===== config.mk =====
export PLATFORM = sky130hd
export DESIGN_NAME = tone_synth
export DESIGN_NICKNAME = d
export VERILOG_FILES = /design/src/rtl/tone_synth.sv
export SDC_FILE = /design/constraint.sdc
export NUM_CORES = 1
export LEC_CHECK = 0
export ABC_AREA = 1
export CORE_MARGIN = 5
export CORE_UTILIZATION = 56
export DETAILED_ROUTE_END_ITERATION = 7
export PLACE_DENSITY_LB_ADDON = 0.15
export SYNTH_ARGS = -nofsm -noshare
export SYNTH_HDL_FRONTEND = slang
export SYNTH_SLANG_ARGS = --single-unit

===== constraint.sdc =====
create_clock -name clk -period 3 [get_ports clk]
set_input_delay 0.6 -clock clk [delete_from_list [all_inputs] [get_ports clk]]
set_output_delay 0.6 -clock clk [all_outputs]
set_load 0.02 [all_outputs]

===== src/rtl/tone_synth.sv =====
// Direct-digital-synthesis tone generator: phase accumulator on a programmable
// sample tick, sine/square/triangle/sawtooth shaper, power-of-two attenuation.
module tone_synth #(
  parameter int PHASE_W = 16,
  parameter int ADDR_W  = 5,
  parameter int DATA_W  = 8,
  parameter int DIV_W   = 16
) (
  input  logic               clk,
  input  logic               rst,
  input  logic               enable,
  input  logic               cfg_valid,
  output logic               cfg_ready,
  input  logic [PHASE_W-1:0] cfg_step,
  input  logic [DIV_W-1:0]   cfg_div,
  input  logic [1:0]         cfg_wave,
  input  logic [1:0]         cfg_atten,
  output logic [DATA_W-1:0]  sample,
  output logic               sample_valid
);

  localparam int  N     = 1 << ADDR_W;
  localparam int  M     = 1 << (DATA_W - 1);
  localparam int  A     = M - 1;
  localparam real PI    = 3.14159265358979323846;
  // Only the top phase bits ever reach the shaper, so only those are staged.
  localparam int  TOP_W = (DATA_W + 1 > ADDR_W) ? DATA_W + 1 : ADDR_W;

  localparam logic [ADDR_W:0]        QN1 = (ADDR_W + 1)'(N / 4);
  localparam logic [ADDR_W:0]        QN2 = (ADDR_W + 1)'(N / 2);
  localparam logic [ADDR_W:0]        QN3 = (ADDR_W + 1)'(3 * N / 4);
  localparam logic [ADDR_W:0]        QN4 = (ADDR_W + 1)'(N);
  localparam logic signed [DATA_W:0] M_S = (DATA_W + 1)'(M);

  typedef enum logic [1:0] {WAVE_SINE, WAVE_SQUARE, WAVE_TRI, WAVE_SAW} wave_e;

  typedef struct packed {
    logic [PHASE_W-1:0] step;
    logic [DIV_W-1:0]   div;
    wave_e              wave;
    logic [1:0]         atten;
  } cfg_t;

  function automatic int q_val(input int k);
    real r;
    r = real'(A) * $sin(2.0 * PI * real'(k) / real'(N));
    return $rtoi(r + 0.5);
  endfunction

  logic [DATA_W-1:0] qtab [N/4+1];
  for (genvar k = 0; k <= N / 4; k++) begin : g_qtab
    assign qtab[k] = DATA_W'(q_val(k));
  end

  cfg_t               act, shadow, cfg_in;
  logic               pending;
  logic [PHASE_W-1:0] phase;
  logic [DIV_W-1:0]   count;
  logic               tick, apply, accept;

  logic               s1_valid;
  logic [TOP_W-1:0]   s1_top;
  wave_e              s1_wave;
  logic [1:0]         s1_atten;

  assign cfg_in    = '{step: cfg_step, div: cfg_div, wave: wave_e'(cfg_wave), atten: cfg_atten};
  assign cfg_ready = !pending;
  assign tick      = enable && (count == '0);
  // While running, a new config lands on a tick so the divider reloads with it.
  assign apply     = pending && (enable ? tick : 1'b1);
  assign accept    = cfg_valid && !pending;

  // NOTE: all state below uses non-blocking assignments so every register
  // samples pre-edge values and simulation matches the synthesized flops.
  always_ff @(posedge clk) begin
    if (rst) begin
      phase        <= '0;
      count        <= '0;
      act          <= '0;
      shadow       <= '0;
      pending      <= 1'b0;
      s1_valid     <= 1'b0;
      s1_top       <= '0;
      s1_wave      <= WAVE_SINE;
      s1_atten     <= '0;
      sample       <= DATA_W'(M);
      sample_valid <= 1'b0;
    end else begin
      if (tick) begin
        phase <= phase + act.step;
        count <= apply ? shadow.div : act.div;
      end else if (enable) begin
        count <= count - 1'b1;
      end

      if (apply) begin
        act     <= shadow;
        pending <= 1'b0;
      end else if (accept) begin
        shadow  <= cfg_in;
        pending <= 1'b1;
      end

      s1_valid <= tick;
      if (tick) begin
        s1_top   <= phase[PHASE_W-1 -: TOP_W];
        s1_wave  <= act.wave;
        s1_atten <= act.atten;
      end

      sample_valid <= s1_valid;
      if (s1_valid) sample <= shaped;
    end
  end

  logic [ADDR_W-1:0]        idx;
  logic [ADDR_W:0]          qi;
  logic                     neg;
  logic [DATA_W-1:0]        q;
  logic [DATA_W-1:0]        tri_t;
  logic [DATA_W-1:0]        s;
  logic signed [DATA_W:0]   diff, shifted, sum;
  logic [DATA_W-1:0]        shaped;

  assign idx   = s1_top[TOP_W-1 -: ADDR_W];
  assign tri_t = s1_top[TOP_W-2 -: DATA_W];

  // NOTE: every signal written here gets a default first so no latch is inferred.
  always_comb begin
    qi  = '0;
    neg = 1'b0;
    if ({1'b0, idx} <= QN1) begin
      qi = {1'b0, idx};
    end else if ({1'b0, idx} < QN2) begin
      qi = QN2 - {1'b0, idx};
    end else if ({1'b0, idx} <= QN3) begin
      qi  = {1'b0, idx} - QN2;
      neg = 1'b1;
    end else begin
      qi  = QN4 - {1'b0, idx};
      neg = 1'b1;
    end
  end

  assign q = qtab[qi[ADDR_W-2:0]];

  always_comb begin
    s = DATA_W'(M);
    case (s1_wave)
      WAVE_SINE:   s = neg ? DATA_W'(M) - q : DATA_W'(M) + q;
      WAVE_SQUARE: s = s1_top[TOP_W-1] ? '0 : '1;
      WAVE_TRI:    s = s1_top[TOP_W-1] ? ~tri_t : tri_t;
      WAVE_SAW:    s = s1_top[TOP_W-1 -: DATA_W];
      default:     s = DATA_W'(M);
    endcase
  end

  // Attenuation is an arithmetic shift around mid-scale, so it never overflows.
  assign diff    = $signed({1'b0, s}) - M_S;
  assign shifted = diff >>> s1_atten;
  assign sum     = shifted + M_S;
  assign shaped  = sum[DATA_W-1:0];

endmodule

==> impl_results.md, run 1 <==
* CP Class: reg2reg
* Height of the die at 116 um
* Yosys top cell by area: dfxtp_1
* Fraction of layout cells with a size suffix above 1 at 8.76%
* Leak at 3.27 nW
* Post-placement cell area at 0.00688 mm^2
* Clock buffer count from CTS at 17
* Worst reg2reg path depth at 22
* Antenna fix cells at 0
* Hpwl dp at 10200 um
* H-tree depth at 4
* Synth unique cells at 44
* Synth top area share at 40.9%
* Post-route cell area at 0.00749 mm^2
* CP arrival at 3.21 ns
* Fin crit share at 94.0%
* Starting Density at 57.5%
* CORE AREA at 0.0109 mm^2
* Tightest hold margin at 0.470 ns
* Top FF cell, synth: dfxtp_1
* Mapped Cells at 859
* Compound-gate portion of the synthesized area at 17.8%
* # hold bufs at CTS at 0
* Total gr overflow at 0
* Syn nets at 922
* Hold path start: sample[2]
* Antenna violation net count after detailed routing at 0
* Via density at 5.51
* Port Buffer Count at 49
* Final Hold Vio Count at 0
* Seq cells post-synth at 128
* Die Span X at 116 um
* Most instantiated cells after synthesis: 165 x nor2_1, 128 x dfxtp_1, 123 x nand2_1
* Synthesized area at 0.00626 mm^2
* Relative slew slack at 25.1%
* Worst Tran Pin Value at 1.12 ns
* Core Util, Final at 68.8%
* Final setup fails at 0
* Fin nets at 965
* CTS tree: done
* Worst slack at placement at 0.0203 ns
* First-pass GRT wire length at 25300 um
* Synth Area in Adders at 4.72%
* Clock latency on the worst-skew pair at 0.52 ns
* Detailed-route DRC error count at 0
* RR Startpoint: s1_top[4]
* XOR/XNOR Fraction of Synth Area at 3.08%
* Final WL at 14800 um
* MaxCap Viol Count at 0
* Minimum clock period at 2.82 ns
* Seq/Total Area, Yosys at 40.9%
* VDD IR-drop max at 0.000950 V
* Flop-to-flop setup slack at 0.18 ns
* RePlAce Congestion at 0.902
* Clk root buf: clkbuf_8
* Reg clk slew, reported paths at 0.06 ns
* Vias post-DR at 5800
* Outcome: complete, no violations
* EDFF count, synth at 0
* Fmax at 0.355 GHz
* Most common cell in the synthesized netlist: nor2_1
* Worst Path Max Fanout at 7
* Initial drt markers at 568
* GRT Total Usage at 23.2%
* Fillers at 922
* Clock sinks at 128
* Area added between synthesis and finish at 19.6%
* Final setup margin at 0.180 ns
* Simple-Gate Fraction of Synth Area at 23.8%
* Hold Path Cell Cnt at 2
* Clock Path Buffers at 2
* Clk_skew at 0.00665 ns
* Pwr Density at 1070 mW/mm^2
* Largest family of logic cells by synthesized area: simple AND/OR/NAND/NOR gates
* Required @ worst endpoint at 3.39 ns
* Vias in the first global route at 5572
* Drt first pass iters at 5
* Ys async rst share at 0%
* Area contributors post-synth: dfxtp_1 41%, nor2_1 9.9%, o21ai_0 8.1%
* Worst setup EP type: register
* Worst R2R End: sample[4]
* Startpoint Class: register
* Avg Cell Area, Syn at 7.29 um^2
* Max Slew Vio Count at 0
* Initial antenna violation count at 0
* Yosys warning total at 0
* Worst Hold End: sample[2]
* Routed length per instance at 14.1 um
* IO Count at 50
* Hold crit path type: reg2reg
* Std-Cell Rows at 38
* Die Area at 0.0134 mm^2
* Mux cell area share after synthesis at 2.56%
* Pin count of the biggest net entering global routing at 76
-- registers in the layout, summed over array words and instances, names as in the netlist --
register / count
s1_top: 9
pending: 1
phase: 16
sample_valid: 1
shadow: 36
act: 36
sample: 8
s1_valid: 1
s1_wave: 2
count: 16
s1_atten: 2
-- cell families after synthesis --
kind of cell,Yosys count
simple gates,360
compound gates,199
flops,128
buf+inv,111
fa+ha+maj,23
xor+xnor,22
mux,16
-- report_power, final --
part | switching [mW] | total, mW | internal [mW] | leakage [nW]
registers | 0.325 | 2.42 | 2.10 | 1.05
logic | 2.31 | 3.67 | 1.36 | 1.94
clock network | 0.696 | 1.91 | 1.22 | 0.276
total | 3.33 | 8.01 | 4.68 | 3.27
-- repair_timing --
item	in CTS	in global routing
resized for setup	0	13
endpoints found under the setup margin	0	7
buffers inserted	0	2
hold endpoints to repair	0	0
-- critical path, stage by stage (launching register included) --
cell and delay, ns:
dfxtp_4 0.39, inv_4 0.06, ha_4 0.17, nand2_1 0.09, nand2_1 0.07, nand2_2 0.13
nand2_1 0.10, nand2_1 0.09, nand2_1 0.10, ha_2 0.21, nor2_2 0.14, o21ai_1 0.09
inv_1 0.09, ha_1 0.23, nand3_2 0.10, nand3_1 0.10, nand3_2 0.09, nand3_1 0.13
nand3_1 0.10, nand2_1 0.09, inv_2 0.04, nand2_2 0.05, a21oi_2 0.04
-- through the flow --
step,TNS [ns],std cells,total power [mW]
6_report,0,1053,8.01
5_1_grt,-0.0315,1053,8.64
4_1_cts,0,1051,7.88
3_5_place_dp,0,1021,5.94
3_3_place_gp,0,1021,5.76
2_1_floorplan,0,859,5.09
-- final cells by class --
class	count	area [um^2]	area share, %
Inverter	69	262	3.49
Timing Repair Buffer	66	631	8.42
Tap cell	140	175	2.34
Clock inverter	5	52.6	0.702
Clock buffer	25	504	6.74
Multi-Input combinational cell	620	3290	44.0
Sequential cell	128	2570	34.3
-- cell usage in the layout (no fill, tap or decap), types with 5 or more instances in the layout --
cell	synthesis	final
a21oi_1	61	60
a221oi_1	6	6
buf_4	4	16
clkbuf_16	0	16
clkbuf_8	0	7
clkdlybuf4s50_1	0	49
dfxtp_1	128	125
ha_1	22	20
inv_1	62	59
inv_2	3	5
mux2i_1	16	16
nand2_1	123	123
nand2_2	6	6
nand3_1	45	44
nor2_1	165	163
nor2_2	5	7
o211ai_1	9	9
o21ai_0	101	100
xnor2_1	6	6
xor2_1	16	16
-- how the worst max path moves through the flow --
stage               startpoint         to  cells past startpoint
finish               s1_top[4]  sample[4]                     22
global route         s1_top[4]  sample[5]                     22
CTS                  s1_top[4]  sample[3]                     22
detailed placement   s1_top[4]  sample[3]                     22
global placement     s1_top[4]  sample[3]                     22
floorplan            s1_top[4]  sample[3]                     22
-- per-layer routing --
layer	wire length, um	part of all wire (%)	GRT usage (%)	vias up
li1	-	-	-	2931
met1	6930	47	30.8	2660
met2	6840	46	37.1	177
met3	746	5.0	4.91	32
met4	306	2.1	9.51	0
met5	0	0	0	-
No activity file was read; power rests on OpenSTA's default activity.
==> run 2, diff against run 1 <==
CORE_UTILIZATION = 57   (was 56)
==> run 2 against run 1 <==
Net effect:
- worst setup slack better by 0.020 ns
- sequential cell count unchanged
- critical path type unchanged
- maximum frequency rose by 0.71%
- non-clock buffer count decreased by 3
- count of clock-buffer cells in the layout fell by 2
- highest routed layer unchanged
- sequential power is essentially flat
- largest cell class unchanged
- clock power increased by 3%
- register-to-register slack better by 0.02 ns
- global-route usage increased by 0.065 points
==> impl_results.md, run 2 (synthesis gave the netlist of run 1 again) <==
* Tightest hold margin at 0.471 ns
* Startpoint Class: register
* Worst Path Max Fanout at 5
* CP cell instances: inv_1 -> ha_1 -> a21oi_4 -> nand2_1 -> nand2_1 -> nand2_1 -> ha_2 -> nor2_2 -> o21ai_0 -> inv_1 -> ha_2 -> nand3_2 -> nand3_1 -> nand3_2 -> nand3_2 -> nand3_2 -> nand2_1 -> inv_2 -> nand2_2 -> a21oi_2
* Worst Path Buf+Inv at 3
* Clock Path Buffers at 2
* Worst setup EP type: register
* Detailed-route DRC error count at 0
* Clock buffer count from CTS at 17
* Clk_skew at 0.00966 ns
* Minimum clock period at 2.80 ns
* Fin crit share at 93.3%
* Most common cell after layout, fill and taps aside: nor2_1
* Unrepaired setup endpoints after global routing: no
* Placed Cells at 1020
* MaxCap Viol Count at 0
* Outcome: complete, no violations
* CP Class: reg2reg
* Switching portion of total power at 41.4%
* Initial drt markers at 461
* Pwr Density at 1070 mW/mm^2
* # hold bufs at CTS at 0
* First-pass GRT wire length at 25000 um
* Post-route cell area at 0.00749 mm^2
* Die Area at 0.0132 mm^2
* Hpwl dp at 10100 um
* Std-Cell Rows at 38
* Leak at 3.26 nW
* CP arrival at 3.20 ns
* GRT Total Usage at 23.3%
* Total gr overflow at 0
* Hold crit path type: reg2reg
* CTS tree: done
* Vias in the first global route at 5530
* Vias post-DR at 5700
* Fillers at 899
* Initial antenna violation count at 0
* Cell family with most CP delay: simple AND/OR/NAND/NOR gates
* Antenna violation net count after detailed routing at 0
* CORE AREA at 0.0108 mm^2
* RePlAce Congestion at 0.875
* Die Span X at 115 um
* Fraction of layout cells with a size suffix above 1 at 8.77%
* Antenna fix cells at 0
* Clock sinks at 128
* Via density at 5.42
* Final Hold Vio Count at 0
* Area of the multi-input gates at 0.00331 mm^2
* VDD IR-drop max at 0.000790 V
* Area added between synthesis and finish at 19.6%
* Worst Tran Pin Value at 1.10 ns
* NetSw at 3.32 mW
* Internal Pwr Total at 4.70 mW
* Comb power frac at 45.3%
* Clk root buf: clkbuf_8
* Total power draw at 8.02 mW
* Drt first pass iters at 5
* Port Buffer Count at 49
* Routed length per instance at 13.9 um
* H-tree depth at 4
* Post-CTS Setup Bufs at 0
* Reg clk slew, reported paths at 0.06 ns
* Post-placement cell area at 0.00688 mm^2
* Pin count of the biggest net entering global routing at 41
* Relative slew slack at 25.9%
* Clock latency on the worst-skew pair at 0.53 ns
* Starting Density at 58.0%
* Fmax at 0.357 GHz
* Max Slew Vio Count at 0
* Final setup fails at 0
* Reg power frac at 30.1%
* Clock power share at 24.6%
* CP max stage delay at 0.41 ns
* Height of the die at 115 um
* Top flop regs: act: 36 flops, shadow: 36 flops
* Sequential Area at 0.00257 mm^2
* Commonest cells after routing, fill and taps aside: 164 x nor2_1, 126 x dfxtp_1, 123 x nand2_1
* Final WL at 14600 um
* Fin cells at 1052
* Required @ worst endpoint at 3.40 ns
* IO Count at 50
* Fin nets at 962
* CP max stage cell: dfxtp_1
## run 2: changes by cell type in the layout (fill, tap and decap cells not counted), moves of 2 or more
cell        change
buf_4           -3
clkbuf_8        -3
nand3_2         +3
clkinvlp_4      +2
nand3_1         -3
## run 2: path summary, 6_finish.rpt
| path | startpoint | end | slack (ns) | cells after the start |
|---|---|---|---|---|
| worst min register to register | sample[6] | sample[6] | 0.47 | 2 |
| worst max register to register | s1_top[7] | sample[4] | 0.20 | 20 |
| worst min-delay path | sample[6] | sample[6] | 0.47 | 2 |
| worst max-delay path | s1_top[7] | sample[4] | 0.20 | 20 |
## run 2: tightest hold or removal path: stages (launching register included)
cell and delay (ns):
dfxtp_1 0.31, nand2_1 0.06, a21oi_1 0.05
## run 2: power by group through the flow
stage	Clock (mW)	Combinational [mW]	Sequential, mW
CTS	2.00	3.50	2.40
global route	2.08	4.14	2.47
finish	1.97	3.63	2.42
floorplan	0	2.74	2.34
global placement	0	3.33	2.41
detailed placement	0	3.47	2.43
## run 2: area by class of cell
type / instances / area share [%]
Multi-Input combinational cell: 620 / 44.2
Clock buffer: 23 / 6.23
Sequential cell: 128 / 34.3
Inverter: 69 / 3.46
Clock inverter: 9 / 1.42
Timing Repair Buffer: 63 / 8.12
Tap cell: 140 / 2.34
## run 2: metrics by stage
step | TNS, ns | worst slack (ns) | util, %
after CTS | 0 | 0.0514 | 69.0
after global routing | 0 | 0.00839 | 69.4
after detailed placement | -0.0394 | -0.0376 | 63.7
after floorplan | 0 | 0.272 | -
final | 0 | 0.200 | 69.4
after global placement | 0 | 0.176 | 63.7
## run 2: layer usage
layer	track usage [%]	vias up	share of wire [%]
li1	-	2925	-
met1	30.5	2589	47
met2	37.8	159	46
met3	5.47	27	4.9
met4	8.69	0	2.0
met5	0	-	0
## run 2: repair_timing
item	CTS	global route
gates cloned	0	0
gates resized for setup	1	13
endpoints found under the setup margin	1	8
pin swaps	0	1
